<file path="src/rtl/vga_pattern_gen.sv">
// vga_pattern_gen: pixel-domain pattern stage behind display_480p.
// Tracks the active-pixel position from rgb_en and v_sync. It then produces one of
// four test patterns on 4-bit RGB. The syncs are re-registered so that colour and
// sync reach the VGA pins on the same edge.
// Optional feature: define MOVING_BOX_EN to overlay a bouncing 32x32 white box.
module vga_pattern_gen #(
    parameter int   CORDW       = 10,
    parameter int   H_ACTIVE    = 640,
    parameter int   V_ACTIVE    = 480,
    parameter logic SYNC_ACTIVE = 1'b0,
    parameter int   CHECK_LOG2  = 5
) (
    input  logic       clk_pix,
    input  logic       rst,
    input  logic       h_sync,
    input  logic       v_sync,
    input  logic       rgb_en,
    input  logic [1:0] mode,
    output logic       vga_hs,
    output logic       vga_vs,
    output logic [3:0] vga_r,
    output logic [3:0] vga_g,
    output logic [3:0] vga_b
);

    // Bars need an integer bar width, the box needs room to bounce, and the
    // checker bit must exist in the coordinate.
    if ((H_ACTIVE % 8) != 0 || V_ACTIVE < 32 || H_ACTIVE < 32 || CHECK_LOG2 >= CORDW) begin : g_bad_cfg
        $error("vga_pattern_gen: unsupported parameter combination");
    end

    localparam logic [CORDW-1:0] BAR_LAST = CORDW'(H_ACTIVE / 8 - 1);

    logic [CORDW-1:0] x;
    logic [CORDW-1:0] y;
    logic [CORDW-1:0] bar_px;
    logic [2:0]       bar_idx;
    logic [1:0]       mode_q;
    logic             synced;
    logic             v_sync_q;
    logic             rgb_en_q;
    logic             frame_start;
    logic             line_end;
    logic [11:0]      colour;

    // y stops at its maximum rather than wrapping when v_sync goes missing
    function automatic logic [CORDW-1:0] sat_inc(input logic [CORDW-1:0] v);
        return (v == {CORDW{1'b1}}) ? v : v + 1'b1;
    endfunction

    // Fixed eight-bar order; each component is either full or off
    function automatic logic [11:0] bar_colour(input logic [2:0] idx);
        case (idx)
            3'd0:    return 12'hFFF;  // white
            3'd1:    return 12'hFF0;  // yellow
            3'd2:    return 12'h0FF;  // cyan
            3'd3:    return 12'h0F0;  // green
            3'd4:    return 12'hF0F;  // magenta
            3'd5:    return 12'hF00;  // red
            3'd6:    return 12'h00F;  // blue
            default: return 12'h000;  // black
        endcase
    endfunction

    assign frame_start = (v_sync == SYNC_ACTIVE) && (v_sync_q != SYNC_ACTIVE);
    assign line_end    = rgb_en_q && !rgb_en;

    // Position tracking. A frame start overrides a coincident line end, so y restarts at 0.
    always_ff @(posedge clk_pix or negedge rst) begin
        if (!rst) begin
            x        <= '0;
            y        <= '0;
            bar_px   <= '0;
            bar_idx  <= '0;
            mode_q   <= '0;
            synced   <= 1'b0;
            v_sync_q <= ~SYNC_ACTIVE;
            rgb_en_q <= 1'b0;
        end else begin
            v_sync_q <= v_sync;
            rgb_en_q <= rgb_en;
            if (frame_start) begin
                x       <= '0;
                y       <= '0;
                bar_px  <= '0;
                bar_idx <= '0;
                mode_q  <= mode;
                synced  <= 1'b1;
            end else if (line_end) begin
                x       <= '0;
                y       <= sat_inc(y);
                bar_px  <= '0;
                bar_idx <= '0;
            end else if (rgb_en) begin
                x <= x + 1'b1;
                if (bar_px == BAR_LAST) begin
                    bar_px  <= '0;
                    bar_idx <= bar_idx + 3'd1;
                end else begin
                    bar_px <= bar_px + 1'b1;
                end
            end
        end
    end

`ifdef MOVING_BOX_EN
    localparam logic [CORDW-1:0] BX_MAX = CORDW'(H_ACTIVE - 32);
    localparam logic [CORDW-1:0] BY_MAX = CORDW'(V_ACTIVE - 32);

    logic [CORDW-1:0] bx;
    logic [CORDW-1:0] by;
    logic             bx_up;
    logic             by_up;
    logic             in_box;

    // The box steps once per frame start after the first, so frame 0 shows it at (0,0)
    always_ff @(posedge clk_pix or negedge rst) begin
        if (!rst) begin
            bx    <= '0;
            by    <= '0;
            bx_up <= 1'b1;
            by_up <= 1'b1;
        end else if (frame_start && synced) begin
            if (bx_up) begin
                if (bx == BX_MAX) begin
                    bx_up <= 1'b0;
                    bx    <= bx - 1'b1;
                end else begin
                    bx <= bx + 1'b1;
                end
            end else begin
                if (bx == '0) begin
                    bx_up <= 1'b1;
                    bx    <= bx + 1'b1;
                end else begin
                    bx <= bx - 1'b1;
                end
            end
            if (by_up) begin
                if (by == BY_MAX) begin
                    by_up <= 1'b0;
                    by    <= by - 1'b1;
                end else begin
                    by <= by + 1'b1;
                end
            end else begin
                if (by == '0) begin
                    by_up <= 1'b1;
                    by    <= by + 1'b1;
                end else begin
                    by <= by - 1'b1;
                end
            end
        end
    end

    // One extra bit so the box's far edge cannot wrap.
    assign in_box = ({1'b0, x} >= {1'b0, bx}) && ({1'b0, x} < ({1'b0, bx} + (CORDW+1)'(32))) &&
                    ({1'b0, y} >= {1'b0, by}) && ({1'b0, y} < ({1'b0, by} + (CORDW+1)'(32)));
`endif

    // Pattern colour for the current position
    always_comb begin
        colour = 12'h000;
        case (mode_q)
            2'd0:    colour = 12'hF00;
            2'd1:    colour = bar_colour(bar_idx);
            2'd2:    colour = (x[CHECK_LOG2] ^ y[CHECK_LOG2]) ? 12'hFFF : 12'h000;
            default: colour = {x[CORDW-1 -: 4], y[CORDW-2 -: 4], 4'h8};
        endcase
`ifdef MOVING_BOX_EN
        if (in_box) colour = 12'hFFF;
`endif
    end

    // Output register: colour and syncs leave together; black when blanked or before the first frame
    always_ff @(posedge clk_pix or negedge rst) begin
        if (!rst) begin
            vga_hs <= ~SYNC_ACTIVE;
            vga_vs <= ~SYNC_ACTIVE;
            vga_r  <= 4'h0;
            vga_g  <= 4'h0;
            vga_b  <= 4'h0;
        end else begin
            vga_hs <= h_sync;
            vga_vs <= v_sync;
            {vga_r, vga_g, vga_b} <= (synced && rgb_en) ? colour : 12'h000;
        end
    end

endmodule

</file>
<file path="config.mk">
export PLATFORM = sky130hd
export DESIGN_NAME = vga_pattern_gen
export DESIGN_NICKNAME = d
export VERILOG_FILES = /design/src/rtl/vga_pattern_gen.sv
export SDC_FILE = /design/constraint.sdc
export NUM_CORES = 1
export LEC_CHECK = 0
export BUFFER_PORTS_ARGS = -buffer_cell sky130_fd_sc_hd__buf_2
export CAP_MARGIN = 20
export CORE_UTILIZATION = 53
export DETAILED_ROUTE_END_ITERATION = 6
export HOLD_SLACK_MARGIN = 0.06
export PLACE_DENSITY_LB_ADDON = 0.12
export SLEW_MARGIN = 20
export SYNTH_ARGS = -nofsm -noshare
export SYNTH_HDL_FRONTEND = slang
export SYNTH_SLANG_ARGS = --single-unit
</file>
<file path="constraint.sdc">
create_clock -name clk_pix -period 1.88 [get_ports clk_pix]
set_input_delay 0.376 -clock clk_pix [delete_from_list [all_inputs] [get_ports clk_pix]]
set_output_delay 0.376 -clock clk_pix [all_outputs]
set_load 0.1 [all_outputs]
</file>
==> flow_summary.ini <==
[routing]
drt-total-wl_microns = 4520
via_per_inst = 5.58
drt_iter0_markers = 88
vias = 1791
wl_per_cell_microns = 14.1
firstDrtPassIters = 4
drc = 0
drtAntennaViolNets = 0

[synth]
ys.flop_type = dfrtp_1
synth-edff-count = 0
synth_cell_type_count = 42
yosys.area.top_type = dfrtp_1
syn_avg_cell_area_sq_um = 10.2
yosysWarnings = 0
synth_nets = 250
ys_ff_latch = 49
netlist_area_sq_mm = 0.00239
synth_area_leaders = dfrtp_1 (49%), ha_1 (4.2%), nor2_1 (3.8%)
syn_inst = 235
synth_top_area_share_pct = 49.3
seq_area_frac_synth_pct = 51.5
async_reset_ff_share_pct = 100

[sta]
setup_viol = 0
worst_pin_slew_ns = 0.592
max_freq_mhz = 567
fin_skew_ns = 0.0108
final_max_slew_viol_count = 0
period_needed_ns = 1.76
setup_tns_ns = 0
fin_hold_ws_ns = 0.151
slew_headroom_pct = 59.5
hold_viol = 0
rsz0062_at_grt = no
fin_crit_sh_pct = 93.7

[power_and_ir_drop]
p_switching_w = 0.000767
seqPwrFrac_pct = 50.8
vdd_drop_max_mv = 0.400
comb_power_share_pct = 19.9
intPower_w = 0.00151
powerDensity_mw_per_mm2 = 842
clkPwrFrac_pct = 29.3
p_sw_share_pct = 33.7
leakage_nw = 1.22

[global_route]
grt_use_total_pct = 21.3
grt_pass1_vias = 1697
grt_pass1_wl_microns = 7910
grt_max_degree = 24
grt-ovfl-total = 0
antenna_found_initial = 0

[setup_path]
cp.required_ns = 2.08
rrSetupSlack_ns = 0.12
r2r_start = bar_px[4]
crit_family = simple AND/OR/NAND/NOR gates
path_max_fanout = 4
cp_cell_sequence = or4b_4 > nor4b_4 > buf_4 > mux2i_1 > nor2_1
worstSetupStartpointType = flip-flop
arrival_ns = 1.97
reg2reg_to = bar_idx[1]
worst-path-buf-inv = 1
critical-path-max-stage-delay_ns = 0.56
crit_type = reg2reg
rr_worst_depth = 5
slowest_stage = or4b_4
end_kind = flip-flop

[job]
cap_violations = 0

[clocking]
htreeDepth = 2
post_cts_buffers = 0
clock_latency_ns = 0.31
path_clk_slew_ns = 0.10
cts_buffer_depth = 2
cts_root_buf = clkbuf_8
clock_sinks = 49
cts_buffers = 5
cts_tree = done

[final_layout]
multi_input_area_sq_mm = 0.00108
ff_latch_area_sq_mm = 0.00123
final_nets = 283
fillers = 373
layout_commonest_cell = dfrtp_1
final_cell_mix = dfrtp_1 (47), nor2_1 (24), buf_2 (20)
antennaDiodeCount = 0
drive_gt1_share_pct = 19.0
synthToLayoutAreaGrowth_pct = 13.3

[floorplanning]
dieWidth_microns = 69.1
num_io_pins = 21
start_util_pct = 54.8
core-area_sq_mm = 0.00435
die_h_microns = 69.1
dieArea_sq_mm = 0.00477
fp-row-count = 24

[min_path]
whs_endpoint = vga_hs
min_from = h_sync
worstHoldPathCells = 1
hp-class = in2reg

[placed_design]
globalplace.congestion = 0.899
hpwl_microns = 3220
numPortBuffers = 20

[outcome]
status = completed
[how the worst max path moves through the flow]
| stage | slack, ns | start | cells past startpoint | end |
|---|---|---|---|---|
| global route | 0.001 | bar_px[5] | 5 | bar_idx[1] |
| detailed placement | 0.12 | bar_px[4] | 4 | bar_px[7] |
| CTS | 0.11 | bar_px[4] | 4 | bar_px[7] |
| finish | 0.12 | bar_px[4] | 5 | bar_idx[1] |
| global placement | 0.14 | rgb_en | 5 | bar_px[9] |
| floorplan | 0.05 | vga_vs | 4 | bar_px[9] |
[Yosys cell counts, types with 3 or more instances]
| library cell | n |
|---|---|
| nor3_1 | 8 |
| ha_1 | 8 |
| nand2b_1 | 3 |
| or3_1 | 8 |
| o21a_1 | 5 |
| a21oi_1 | 9 |
| nand4_1 | 10 |
| xnor2_1 | 7 |
| a211oi_1 | 6 |
| nand3_1 | 9 |
| dfrtp_1 | 47 |
| xor2_1 | 9 |
| nand2_1 | 15 |
| o21ai_0 | 14 |
| nor2_1 | 24 |
| and3_1 | 5 |
| a31oi_1 | 3 |
| nor2_2 | 3 |
| or2_2 | 3 |
| inv_1 | 10 |
[through the flow]
step / instances / setup WS (ns) / power (W) / utilization [%] / area [sq um]
CTS: 321 / 0.106 / 0.00230 / 62.0 / 2700
global route: 321 / 0.000959 / 0.00237 / 62.1 / 2700
finish: 321 / 0.118 / 0.00228 / 62.1 / 2700
detailed placement: 312 / 0.124 / 0.00163 / 59.6 / 2590
floorplan: 235 / 0.0542 / 0.00153 / - / 2390
global placement: 312 / 0.136 / 0.00163 / 59.6 / 2590
[power by group through the flow]
stage                     clock network, W  registers, W  logic (W)
after detailed placement                 0       0.00118   0.000453
after CTS                         0.000690       0.00116   0.000455
final                             0.000667       0.00116   0.000452
after global routing              0.000719       0.00117   0.000485
after floorplan                          0       0.00138   0.000153
after global placement                   0       0.00118   0.000450
[registers in the layout, indices dropped and copies added, names as in the netlist, 2 cells and up]
register	flops
bar_px	10
x	10
y	10
vga_g	4
vga_r	4
bar_idx	3
mode_q	2
vga_b	2
[worst register-to-register path: stages (launching register included)]
cell	delay [ns]
dfrtp_1	0.38
or4b_4	0.56
nor4b_4	0.30
buf_4	0.18
mux2i_1	0.18
nor2_1	0.05
[repair_timing]
action                                  4_1_cts  5_1_grt
endpoints found under the hold margin        16        0
endpoints found under the setup margin        0        1
hold buffers                                  1        0
gates resized for setup                       0        1
[layout make-up]
cell class / instances / area share [%]
Sequential cell: 49 / 45.4
Clock buffer: 6 / 3.05
Multi-Input combinational cell: 170 / 40.1
Clock inverter: 2 / 0.509
Tap cell: 52 / 2.41
Timing Repair Buffer: 32 / 7.13
Inverter: 10 / 1.39
[cells by family after synthesis]
group	count (synthesis)	share of synthesized area, %
buffers and inverters	16	3.20
AO/OA/AOI/OAI	44	11.5
AND/OR/NAND/NOR	99	22.4
flip-flops	49	51.5
XOR/XNOR	16	5.87
multiplexers	3	1.31
adder cells (fa/ha/maj)	8	4.20
[metal layers]
| layer | track usage [%] | wire length, microns |
|---|---|---|
| met5 | 0 | 0 |
| met3 | 5.12 | 146 |
| met2 | 33.1 | 2190 |
| met1 | 28.4 | 2090 |
| met4 | 9.30 | 87 |
(Power assumes the default switching activity.)
